File: config.mk
export PLATFORM = sky130hd
export DESIGN_NAME = if_fetch_unit
export DESIGN_NICKNAME = d
export VERILOG_FILES = /design/src/rtl/if_fetch_unit.sv
export SDC_FILE = /design/constraint.sdc
export NUM_CORES = 1
export LEC_CHECK = 0
export ABC_AREA = 1
export CORE_MARGIN = 2
export CORE_UTILIZATION = 48
export CTS_CLUSTER_DIAMETER = 50
export DETAILED_ROUTE_END_ITERATION = 10
export HOLD_SLACK_MARGIN = 0.15
export PLACE_DENSITY = 0.92
export SYNTH_ARGS = -nofsm -noshare
export SYNTH_HDL_FRONTEND = slang
export SYNTH_SLANG_ARGS = --single-unit
export TNS_END_PERCENT = 30
File: constraint.sdc
create_clock -name clk -period 2.9 [get_ports clk]
set_input_delay 0.58 -clock clk [delete_from_list [all_inputs] [get_ports clk]]
set_output_delay 0.58 -clock clk [all_outputs]
set_load 0.005 [all_outputs]
File: src/rtl/if_fetch_unit.sv
// Instruction-fetch stage of the 5-stage MIPS pipeline.
// Holds the PC, drives the instruction SRAM, and produces the IF->ID bus
// plus a stall-safe, bubble-masked instruction word for ID.
//
// Ports:
//   clk, rst            clock; synchronous active-high reset
//   stall[STALL_W]      stall vector (bit0 IF, bit1 ID, bit2 EX; 1 = stop)
//   br_bus[32:0]        {br_e, br_addr} from ID (combinational)
//   if_to_id_bus[32:0]  {ce, pc}
//   inst_sram_*         instruction SRAM port (read only; 1-cycle latency)
//   id_inst[31:0]       instruction word presented to ID
//   fetch_adel          current fetch PC is misaligned
module if_fetch_unit #(
  parameter logic [31:0] RESET_PC = 32'hBFC0_0000,
  parameter int unsigned STALL_W  = 6
) (
  input  logic               clk,
  input  logic               rst,
  input  logic [STALL_W-1:0] stall,
  input  logic [32:0]        br_bus,
  output logic [32:0]        if_to_id_bus,
  output logic               inst_sram_en,
  output logic [3:0]         inst_sram_wen,
  output logic [31:0]        inst_sram_addr,
  output logic [31:0]        inst_sram_wdata,
  input  logic [31:0]        inst_sram_rdata,
  output logic [31:0]        id_inst,
  output logic               fetch_adel
);

  localparam int unsigned AW = 32;
  localparam int unsigned DW = 32;

  logic          br_e;
  logic [AW-1:0] br_addr;
  logic          stall_if;
  logic          stall_id;
  logic          stall_ex;
  logic          stall_unused;
  logic          misalign_c;

  logic [AW-1:0] pc_q, pc_d;
  logic          ce_q, ce_d;
  logic          br_pend_q, br_pend_d;
  logic [AW-1:0] br_tgt_q, br_tgt_d;
  logic          ibuf_v_q, ibuf_v_d;
  logic [DW-1:0] ibuf_q, ibuf_d;
  logic          id_ce_q, id_ce_d;
  logic          id_adel_q, id_adel_d;

  assign br_e         = br_bus[32];
  assign br_addr      = br_bus[31:0];
  assign stall_if     = stall[0];
  assign stall_id     = stall[1];
  assign stall_ex     = stall[2];
  assign stall_unused = ^stall;

  assign misalign_c = ce_q & (pc_q[1:0] != 2'b00);

  // Next-state: PC/branch tracking, ID slot mirror and instruction hold buffer
  always_comb begin
    pc_d      = pc_q;
    ce_d      = ce_q;
    br_pend_d = br_pend_q;
    br_tgt_d  = br_tgt_q;
    ibuf_v_d  = ibuf_v_q;
    ibuf_d    = ibuf_q;
    id_ce_d   = id_ce_q;
    id_adel_d = id_adel_q;

    // Live branch beats a branch remembered from a stalled cycle
    if (!stall_if) begin
      ce_d      = 1'b1;
      br_pend_d = 1'b0;
      if (br_e) begin
        pc_d = br_addr;
      end else if (br_pend_q) begin
        pc_d = br_tgt_q;
      end else begin
        pc_d = pc_q + AW'(4);
      end
    end else if (br_e) begin
      br_pend_d = 1'b1;
      br_tgt_d  = br_addr;
    end

    // The SRAM keeps reading at the held PC during an ID stall, so the word
    // ID owns is captured once on the first stalled cycle.
    if (!stall_id) begin
      id_ce_d   = ce_q;
      id_adel_d = misalign_c;
      ibuf_v_d  = 1'b0;
    end else begin
      if (!stall_ex) begin
        id_ce_d = 1'b0;
      end
      if (!ibuf_v_q) begin
        ibuf_d   = inst_sram_rdata;
        ibuf_v_d = 1'b1;
      end
    end
  end

  // State registers
  always_ff @(posedge clk) begin
    if (rst) begin
      pc_q      <= RESET_PC - AW'(4);
      ce_q      <= 1'b0;
      br_pend_q <= 1'b0;
      br_tgt_q  <= '0;
      ibuf_v_q  <= 1'b0;
      ibuf_q    <= '0;
      id_ce_q   <= 1'b0;
      id_adel_q <= 1'b0;
    end else begin
      pc_q      <= pc_d;
      ce_q      <= ce_d;
      br_pend_q <= br_pend_d;
      br_tgt_q  <= br_tgt_d;
      ibuf_v_q  <= ibuf_v_d;
      ibuf_q    <= ibuf_d;
      id_ce_q   <= id_ce_d;
      id_adel_q <= id_adel_d;
    end
  end

  // Output decode; bus is zeroed until the first valid fetch
  always_comb begin
    if_to_id_bus    = ce_q ? {1'b1, pc_q} : 33'h0;
    inst_sram_en    = ce_q & (pc_q[1:0] == 2'b00);
    inst_sram_wen   = 4'h0;
    inst_sram_addr  = pc_q;
    inst_sram_wdata = 32'h0;
    fetch_adel      = misalign_c;
    // Bubbles and misaligned fetches decode as sll $0,$0,0
    if (!id_ce_q || id_adel_q) begin
      id_inst = 32'h0;
    end else if (ibuf_v_q) begin
      id_inst = ibuf_q;
    end else begin
      id_inst = inst_sram_rdata;
    end
  end

endmodule

### Word-level counts from Yosys, hierarchy flattened

Cells that the tools add are included.

* output and inout port bits: 135
* flip-flop bits (word level): 101
* latch bits: 0
* bits in writable memories: 0
* memory bits (read-only): 0
* memories kept: 0

* reductions and logical operators: 6
* shift-type cells: 0
* div/mod/pow operators: 0
* mux-type cells: 8
* equal/unequal tests: 1
* $lt $le $gt $ge: 0
* $add $sub $neg: 1
* bitwise operators: 3
* multipliers: 0

Operator list (number)
* 2-to-1 mux 32 bit: 4
* 2-to-1 mux 33 bit: 1
* adder 32 x 3 -> 32 bit (second input constant): 1
* 2-to-1 mux 1 bit: 3
* AND 1 bit: 2
* zero test 2 bit: 1
* inequality test 2 bit (second input constant): 1
* AND reduction 2 bit: 1
* nonzero test 2 bit: 1
* OR reduction 2 bit: 1
* zero test 1 bit: 1
* logical OR 1 bit: 1
* NOT 1 bit: 1

### Depth between registers and ports, before layout

Gate-level depths: netlist (run 1).

* depth after elaboration: 3
* gate-level depth with buffers: 10
* depth with buffers taken out: 10

### Worst setup path after synthesis (run 1)

OpenSTA, ideal clock, no wires.

* path type: reg-to-output
* start point: register ibuf_v_q
* end point: output id_inst[28]
* arrival: 1048 ps
* slack: 1272 ps
* path buffers: 2
* stages on the path, launching flop included: 5
* cell sequence: dfxtp_1 clkbuf_1 clkbuf_1 o21ai_0 nor2_1

* cells in the longest elaborated chain, start to end: 2

RTL lines
* from (decl): RTL line 46 `logic ibuf_v_q, ibuf_v_d;`
* from (signal assigned): RTL line 120 `ibuf_v_q <= ibuf_v_d;`
* 2-to-1 mux 32 bit
* 2-to-1 mux 32 bit: RTL line 136 `if (!id_ce_q || id_adel_q) begin`
* to (decl): RTL line 27 `output logic [31:0] id_inst,`

Every way passes these cells.

### Worst setup path after layout (run 1)

* start point: register id_adel_q
* end point: output id_inst[9]

* cells in the longest elaborated chain, start to end: 2

RTL lines
* from (decl): RTL line 49 `logic id_adel_q, id_adel_d;`
* from (signal assigned): RTL line 123 `id_adel_q <= id_adel_d;`
* logical OR 1 bit: RTL line 136
* 2-to-1 mux 32 bit: RTL line 136

Every way passes these cells.

==> flow_metrics.env, run 1 <==
export IMPL_irDropWorstVdd_v=0.0002771
export IMPL_timing_critical_path_to="id_inst[9]"
export IMPL_syn_instance_count=858
export IMPL_post_cts_resized=0
export IMPL_slew_violations=0
export IMPL_final_cell_mix="187 x nand2_1, 168 x clkdlybuf4s50_1, 157 x nor2_1"
export IMPL_yosysTopAreaCell="dfxtp_1"
export IMPL_async_reset_ff_share_pct=0
export IMPL_synth_cell_types=30
export IMPL_fin_ws_ps=285.6
export IMPL_vias_per_cell=5.223
export IMPL_cts_tree="yes"
export IMPL_drv_cap=0
export IMPL_routed_via_count=6059
export IMPL_ant_nets=0
export IMPL_insertion_delay_ps=350
export IMPL_dr_pass1_iters=6
export IMPL_synth_area_leaders="dfxtp_1 37%, nand2_1 13%, nor2_1 11%, inv_1 7.1%, o21ai_0 6.8%"
export IMPL_clk_pin_slew_ps=70
export IMPL_antenna_found_initial=0
export IMPL_ff2ff_path_depth=8
export IMPL_critPathLaunch="id_adel_q$_SDFFE_PP0N_"
export IMPL_die_w_um=111.2
export IMPL_grt_overflow=0
export IMPL_power_w=0.003805
export IMPL_synth_seq_cells=101
export IMPL_crit_arrival_ps=2030
export IMPL_fmax_mhz=382.5
export IMPL_wl_per_cell_um=14.11
export IMPL_die_y_um=111.2
export IMPL_num_io_pins=208
export IMPL_synth_ff_type="dfxtp_1"
export IMPL_wirelength_um=16360
export IMPL_finalCritPeriodShare_pct=90.15
export IMPL_synth_top_area_share_pct=36.66
export IMPL_rows=39
export IMPL_root_buffer="clkbuf_16"
export IMPL_grtUsageTotal_pct=26.04
export IMPL_dp_hpwl_um=11880
export IMPL_drive_gt1_share_pct=4.818
export IMPL_syn_area_mm2=0.005515
export IMPL_grt_max_degree=65
export IMPL_fin_crit_ps=2614
export IMPL_worstSetupPathType="reg -> out"
export IMPL_routabilityCongestion=0.9818
export IMPL_cts_buffers=9
export IMPL_grt_pass1_wl_um=26630
export IMPL_rsz0062_at_grt="false"
export IMPL_nFillCells=932
export IMPL_area_growth_synth_to_final_pct=37.39
export IMPL_power_leakage_nw=3.498
export IMPL_r2r_end="inst_sram_addr[16]$_SDFFE_PP1N_"
export IMPL_yosys_warnings=0
export IMPL_cts_hold_fix_buffers=0
export IMPL_route_detailed_drc=0
export IMPL_initial_utilization_pct=48.72
export IMPL_layout_commonest_cell="nand2_1"
export IMPL_die_area_mm2=0.01236
export IMPL_drtIter0Drc=582
export IMPL_cp_required_ps=2320
export IMPL_io_buffers=168
export IMPL_power_density_mw_per_mm2=502.2
export IMPL_reg2reg_slack_ps=850
export IMPL_antenna_cells=0
export IMPL_cts_num_sinks=101
export IMPL_worst_pin_slew_ps=796.9
export IMPL_htreeDepth=3
export IMPL_grt_pass1_vias=5644
export IMPL_outcome="completed"
export IMPL_reg2reg_from="inst_sram_addr[2]$_SDFFE_PP1N_"
export IMPL_post_cts_setup_buffers=0
export IMPL_slew_headroom_pct=46.82
export IMPL_hold_class="reg -> reg"
export IMPL_synth_edf_count=0
export IMPL_layout_nets=1086
export IMPL_setup_viol=0
export IMPL_setup_tns_ps=0
export IMPL_whs_ps=468.4
export IMPL_end_kind="output pin"
export IMPL_dpl_worst_slack_ps=482.8
export IMPL_critPathMaxFanout=19
export IMPL_avgSynthCellArea_um2=6.428
export IMPL_hold_violations=0
export IMPL_finClkSkew_ps=5.978
export IMPL_ys_seq_area_share_pct=36.66
export IMPL_core_mm2=0.01132
export IMPL_start_kind="flip-flop"
export IMPL_clock_path_buffers=2
how the worst min path moves through the flow:
stage                                   from                        to  slack (ps)  cells past startpoint
floorplan           br_tgt_q[2]$_SDFFE_PP0P_  br_tgt_q[2]$_SDFFE_PP0P_         430                      2
global placement    br_tgt_q[2]$_SDFFE_PP0P_  br_tgt_q[2]$_SDFFE_PP0P_         440                      2
detailed placement  br_tgt_q[2]$_SDFFE_PP0P_  br_tgt_q[2]$_SDFFE_PP0P_         450                      2
CTS                 br_tgt_q[2]$_SDFFE_PP0P_  br_tgt_q[2]$_SDFFE_PP0P_         460                      2
global route        br_tgt_q[2]$_SDFFE_PP0P_  br_tgt_q[2]$_SDFFE_PP0P_         490                      2
finish              br_tgt_q[3]$_SDFFE_PP0P_  br_tgt_q[3]$_SDFFE_PP0P_         470                      2
cell families (layout without fill, tap and decap cells):
family                     count (synthesis)  after routing  share of synthesized area (%)
and+or+nand+nor                          383            383                          27.68
AOI/OAI and AO/OA                        181            181                          19.26
DFF                                      101            101                          36.66
buffers and inverters                    187            311                          15.47
other                                      1             36                        0.06799
adders and majority gates                  1              1                         0.2268
xor gates and xnor gates                   4              4                         0.6351
through the flow:
| stage | util (%) | std cells | instance area (um^2) |
|---|---|---|---|
| 5_1_grt | 66.93 | 1160 | 7577 |
| 2_1_floorplan | - | 893 | 5647 |
| 4_1_cts | 66.93 | 1160 | 7577 |
| 3_3_place_gp | 64.01 | 1144 | 7247 |
| 3_5_place_dp | 64.01 | 1144 | 7247 |
| 6_report | 66.93 | 1160 | 7577 |
power breakdown:
part,total [W],switching (W),internal [W]
clock,0.00133,0.000565,0.000769
combinational,0.000885,0.000466,0.000419
sequential,0.00159,0.0000991,0.00149
total,0.00381,0.00113,0.00267
synthesized netlist by cell type (all sizes together) (4+ instances only):
| master | n |
|---|---|
| a22oi | 5 |
| clkbuf | 33 |
| nand3 | 23 |
| nand2 | 189 |
| dfxtp | 101 |
| xor2 | 4 |
| inv | 105 |
| a221oi | 23 |
| o22ai | 35 |
| buf | 48 |
| o21ai | 75 |
| a21oi | 38 |
| nor2 | 165 |
flip-flops by register name, indices dropped and copies added, names as in the netlist:
signal          count
br_pend_q           1
br_tgt_q           32
ce_q                1
ibuf_q             32
ibuf_v_q            1
id_adel_q           1
id_ce_q             1
inst_sram_addr     32
worst max-delay path, cell delays in order (launching register included):
cell	delay, ps
dfxtp_1	310
inv_1	70
nand2_1	330
buf_12	300
nor2_1	160
clkdlybuf4s50_1	520
final cells by class:
class | count | area, um^2 | share of cell area (%)
multi-input cells | 605 | 2771 | 36.58
flip-flops and latches | 101 | 2022 | 26.68
repair buffers | 189 | 1877 | 24.77
inverters | 106 | 397.9 | 5.251
clock buffers | 9 | 225.2 | 2.972
well taps | 143 | 178.9 | 2.361
clock inverters | 7 | 105.1 | 1.387
layer usage:
layer  track usage [%]  vias up  wire length, um
met1             33.61     2708             6874
met2             43.94      317             7828
li1                  -     2998                -
met3             3.554       36             1277
met4             10.53        0              382
met5                 0        -                0
Note: power is estimated with default switching activity, not from simulation.
==> run 2: changes to the inputs <==
CORE_UTILIZATION = 50   (was 48)
CTS_BUF_LIST = sky130_fd_sc_hd__clkbuf_8   (was not set)
PLACE_DENSITY = 0.95   (was 0.92)
==> flow_metrics.env, run 2 (synthesized netlist as in run 1, its figures left out) <==
export IMPL_outcome="completed"
export IMPL_cp_required_ps=2320
export IMPL_slew_violations=0
export IMPL_power_leakage_nw=3.429
export IMPL_fin_crit_ps=2639
export IMPL_setup_viol=0
export IMPL_dr_pass1_iters=8
export IMPL_slowest_delay_ps=540
export IMPL_num_io_pins=208
export IMPL_fmax_mhz=378.9
export IMPL_htreeDepth=3
export IMPL_die_y_um=109.0
export IMPL_io_buffers=168
export IMPL_clock_path_buffers=2
export IMPL_grt_pass1_vias=5604
export IMPL_antenna_found_initial=0
export IMPL_worstSetupPathType="reg -> out"
export IMPL_grtUsageTotal_pct=26.93
export IMPL_drive_gt1_share_pct=4.536
export IMPL_layout_nets=1083
export IMPL_die_w_um=109.0
export IMPL_cts_num_sinks=101
export IMPL_power_density_mw_per_mm2=469.0
export IMPL_drv_cap=0
export IMPL_final_cell_mix="187 x nand2_1, 168 x clkdlybuf4s50_1, 157 x nor2_1"
export IMPL_whs_ps=461.3
export IMPL_vias_per_cell=5.189
export IMPL_grt_max_degree=65
export IMPL_reg2reg_slack_ps=1080
export IMPL_initial_utilization_pct=51.10
export IMPL_routed_via_count=5988
export IMPL_area_growth_synth_to_final_pct=34.87
export IMPL_finClkSkew_ps=6.437
export IMPL_cpMaxStageDelayCell="clkdlybuf4s50_1"
export IMPL_start_kind="flip-flop"
export IMPL_core_mm2=0.01079
export IMPL_nFillCells=893
export IMPL_setup_tns_ps=0
export IMPL_critPathBufInv=2
export IMPL_die_area_mm2=0.01189
export IMPL_insertion_delay_ps=370
export IMPL_drtIter0Drc=449
export IMPL_rsz0062_at_grt="false"
export IMPL_cts_tree="yes"
export IMPL_wl_per_cell_um=13.84
export IMPL_route_detailed_drc=0
export IMPL_crit_arrival_ps=2060
export IMPL_wirelength_um=15970
export IMPL_worst_pin_slew_ps=593.2
export IMPL_irDropWorstVdd_v=0.0002721
export IMPL_antenna_cells=0
export IMPL_layout_commonest_cell="nand2_1"
export IMPL_cts_hold_fix_buffers=0
export IMPL_slew_headroom_pct=60.33
export IMPL_post_cts_resized=0
export IMPL_grt_pass1_wl_um=25880
export IMPL_root_buffer="clkbuf_8"
export IMPL_post_cts_setup_buffers=0
export IMPL_rows=38
export IMPL_grt_overflow=0
export IMPL_clk_pin_slew_ps=100
export IMPL_dp_hpwl_um=11760
export IMPL_hold_class="reg -> reg"
export IMPL_end_kind="output pin"
export IMPL_cts_buffers=9
export IMPL_ant_nets=0
export IMPL_finalCritPeriodShare_pct=91.01
export IMPL_hold_violations=0
export IMPL_routabilityCongestion=1.007
export IMPL_critPathMaxFanout=64
export IMPL_path_cells="buf_4, o21ai_0, nor2_1, clkdlybuf4s50_1"
export IMPL_critPathTopFamily="buffers and inverters"
## run 2: worst reg2reg max path, delay by kind of cell, from the launching register on
family,cells,cell delay [ps]
buffers and inverters,1,180
flip-flops,1,320
adder cells (fa/ha/maj),1,200
AO/OA/AOI/OAI,1,120
AND/OR/NAND/NOR,7,930
## run 2: routing by layer
layer,up-vias,part of all wire (%),global-route usage (%)
met4,0,1.2,7.692
met2,276,49,46.72
li1,2977,-,-
met1,2710,40,32.78
met5,-,0,0
met3,25,9.8,6.993
## run 2: area by class of cell
| class | instances | area, um^2 | share of cell area, % |
|---|---|---|---|
| clock buffers | 9 | 123.9 | 1.665 |
| inverters | 106 | 397.9 | 5.349 |
| multi-input cells | 605 | 2771 | 37.26 |
| flip-flops and latches | 101 | 2022 | 27.18 |
| well taps | 140 | 175.2 | 2.355 |
| repair buffers | 186 | 1842 | 24.76 |
| clock inverters | 7 | 106.4 | 1.430 |
## run 2: per-stage QoR
stage	util, %	cells	cell area, um^2	setup slack (ps)	power (W)
after floorplan	-	893	5647	1272	0.002098
after global placement	66.79	1138	7208	336.2	0.002446
after detailed placement	66.79	1138	7208	276.3	0.002476
after CTS	68.92	1154	7438	256.9	0.003496
after global routing	68.92	1154	7438	123.1	0.003676
final	68.92	1154	7438	260.7	0.003488
## run 2: final timing paths
check / depth (start not counted) / end / start
setup / recovery: 4 / id_inst[13] / ibuf_v_q$_SDFF_PP0_
hold / removal: 2 / br_tgt_q[2]$_SDFFE_PP0P_ / br_tgt_q[2]$_SDFFE_PP0P_
setup reg to reg: 10 / inst_sram_addr[24]$_SDFFE_PP1N_ / inst_sram_addr[2]$_SDFFE_PP1N_
hold reg to reg: 2 / br_tgt_q[2]$_SDFFE_PP0P_ / br_tgt_q[2]$_SDFFE_PP0P_
## run 2: power by group
group	switching (W)	leakage, nW	internal [W]	total, W
Combinational	0.000465	2.48	0.000415	0.000880
Sequential	0.0000931	0.835	0.00149	0.00158
Clock	0.000528	0.110	0.000501	0.00103
==> run 3: changes to the inputs <==
CORE_MARGIN = 3   (was 2)
==> flow_metrics.env, run 3 (synthesized netlist as in run 1, its figures left out) <==
export IMPL_grt_overflow=0
export IMPL_die_area_mm2=0.01233
export IMPL_slew_violations=0
export IMPL_finClkSkew_ps=14.62
export IMPL_wl_met3_um=1598
export IMPL_num_io_pins=208
export IMPL_wl_met1_um=6521
export IMPL_end_kind="output pin"
export IMPL_cp_required_ps=2320
export IMPL_post_cts_setup_buffers=0
export IMPL_placed_area_mm2=0.007218
export IMPL_cts_num_sinks=101
export IMPL_whs_ps=466.2
export IMPL_rows=37
export IMPL_critPathTopFamily="buffers and inverters"
export IMPL_ff2ff_path_depth=10
export IMPL_root_buffer="clkbuf_8"
export IMPL_grt_max_degree=40
export IMPL_drtIter0Drc=628
export IMPL_grt_pass1_wl_um=26450
export IMPL_core_mm2=0.01051
export IMPL_initial_utilization_pct=52.48
export IMPL_layout_nets=1085
export IMPL_rsz0062_at_grt="false"
export IMPL_power_density_mw_per_mm2=450.6
export IMPL_hold_end="br_tgt_q[3]$_SDFFE_PP0P_"
export IMPL_io_buffers=168
export IMPL_final_cell_mix="187 x nand2_1, 168 x clkdlybuf4s50_1, 157 x nor2_1"
export IMPL_cts_buffers=9
export IMPL_hold_class="reg -> reg"
export IMPL_hold_violations=0
export IMPL_critPathMaxFanout=17
export IMPL_drive_gt1_share_pct=4.724
export IMPL_dr_pass1_iters=5
export IMPL_wl_per_cell_um=13.97
export IMPL_vias_per_cell=5.240
export IMPL_setup_tns_ps=0
export IMPL_antenna_found_initial=0
export IMPL_die_y_um=111.0
export IMPL_power_w=0.003338
export IMPL_hold_depth=2
export IMPL_worstSetupPathType="reg -> out"
export IMPL_crit_arrival_ps=2130
export IMPL_routed_via_count=6036
export IMPL_critPathBufInv=3
export IMPL_route_detailed_drc=0
export IMPL_irDropWorstVdd_v=0.0002556
export IMPL_insertion_delay_ps=390
export IMPL_hp_start="br_tgt_q[3]$_SDFFE_PP0P_"
export IMPL_ant_nets=0
export IMPL_start_kind="flip-flop"
export IMPL_grtUsageTotal_pct=25.53
export IMPL_wl_met2_um=7648
export IMPL_path_cells="inv_1, nand2_1, buf_4, nor2_1, clkdlybuf4s50_1"
export IMPL_reg2reg_slack_ps=990
export IMPL_cp_depth=5
export IMPL_dr_max_layer_used="met4"
export IMPL_post_cts_resized=0
export IMPL_power_leakage_nw=3.423
export IMPL_area_growth_synth_to_final_pct=34.30
export IMPL_routabilityCongestion=0.9458
export IMPL_cpMaxStageDelayCell="clkdlybuf4s50_1"
export IMPL_layout_commonest_cell="nand2_1"
export IMPL_outcome="completed"
export IMPL_dp_cells=1136
export IMPL_slowest_delay_ps=530
export IMPL_nFillCells=808
export IMPL_cts_hold_fix_buffers=0
export IMPL_finalCritPeriodShare_pct=93.29
export IMPL_grt_pass1_vias=5433
export IMPL_die_w_um=111.0
export IMPL_antenna_cells=0
export IMPL_clk_pin_slew_ps=100
export IMPL_setup_viol=0
export IMPL_slew_headroom_pct=59.95
export IMPL_r2r_end="inst_sram_addr[24]$_SDFFE_PP1N_"
export IMPL_reg2reg_from="inst_sram_addr[2]$_SDFFE_PP1N_"
export IMPL_htreeDepth=3
export IMPL_stdcell_count=1152
export IMPL_fin_crit_ps=2706
export IMPL_wirelength_um=16090
export IMPL_fmax_mhz=369.6
export IMPL_drv_cap=0
export IMPL_worst_pin_slew_ps=599.4
export IMPL_dp_hpwl_um=11800
export IMPL_final_area_mm2=0.007407
export IMPL_cts_tree="yes"
export IMPL_clock_path_buffers=2
run 3: changes by cell type in the layout (fill, tap and decap cells not counted):
| cell | previous run | this run |
|---|---|---|
| inv_6 | 1 | 3 |
| clkinv_4 | 0 | 1 |
| clkinvlp_4 | 2 | 1 |
| buf_4 | 16 | 18 |
| bufinv_16 | 2 | 0 |
run 3: worst reg2reg max path, cell delays in order, from the launching register on:
cell and delay (ps):
dfxtp_1 590, ha_1 240, nand2_1 100, nor2_2 160, nand2_1 130, nor2_1 280
nand2_1 90, nand2_1 70, nand2_1 50, nand2_1 50, a21oi_1 50
run 3: report_power, final:
group          switching, W  internal, W  total [W]
Sequential        0.0000997      0.00149    0.00159
Combinational      0.000456     0.000417   0.000872
Clock              0.000543     0.000335   0.000878
run 3: worst max-delay path by stage:
stage               slack, ps                              to                    from
finish                    190                     id_inst[18]  id_adel_q$_SDFFE_PP0N_
global route               60                     id_inst[18]  id_adel_q$_SDFFE_PP0N_
CTS                       160                     id_inst[18]  id_adel_q$_SDFFE_PP0N_
detailed placement        430  inst_sram_addr[5]$_SDFFE_PP1N_              br_bus[32]
global placement          460                     id_inst[24]     inst_sram_rdata[24]
floorplan                1270                     id_inst[28]     ibuf_v_q$_SDFF_PP0_
run 3: per-stage QoR:
step                      worst slack (ps)  utilization [%]
after global routing                 62.38            70.48
after global placement               457.4            68.69
after detailed placement             430.7            68.69
after floorplan                       1272                -
after CTS                            158.2            70.48
final                                194.5            70.48
run 3: metal layers:
metal  vias to the layer above  track usage, %
li1                       2996               -
met1                      2707           33.81
met2                       305           42.07
met3                        28           5.404
met4                         0           7.380
met5                         -               0
run 3: cell type report:
cell class	instances	area (um^2)	share of cell area, %
clock buffer	9	123.9	1.672
inverter	106	397.9	5.372
tap	136	170.2	2.297
multi-input combinational	605	2771	37.42
timing repair buffer	188	1857	25.07
sequential	101	2022	27.30
clock inverter	7	65.06	0.8784
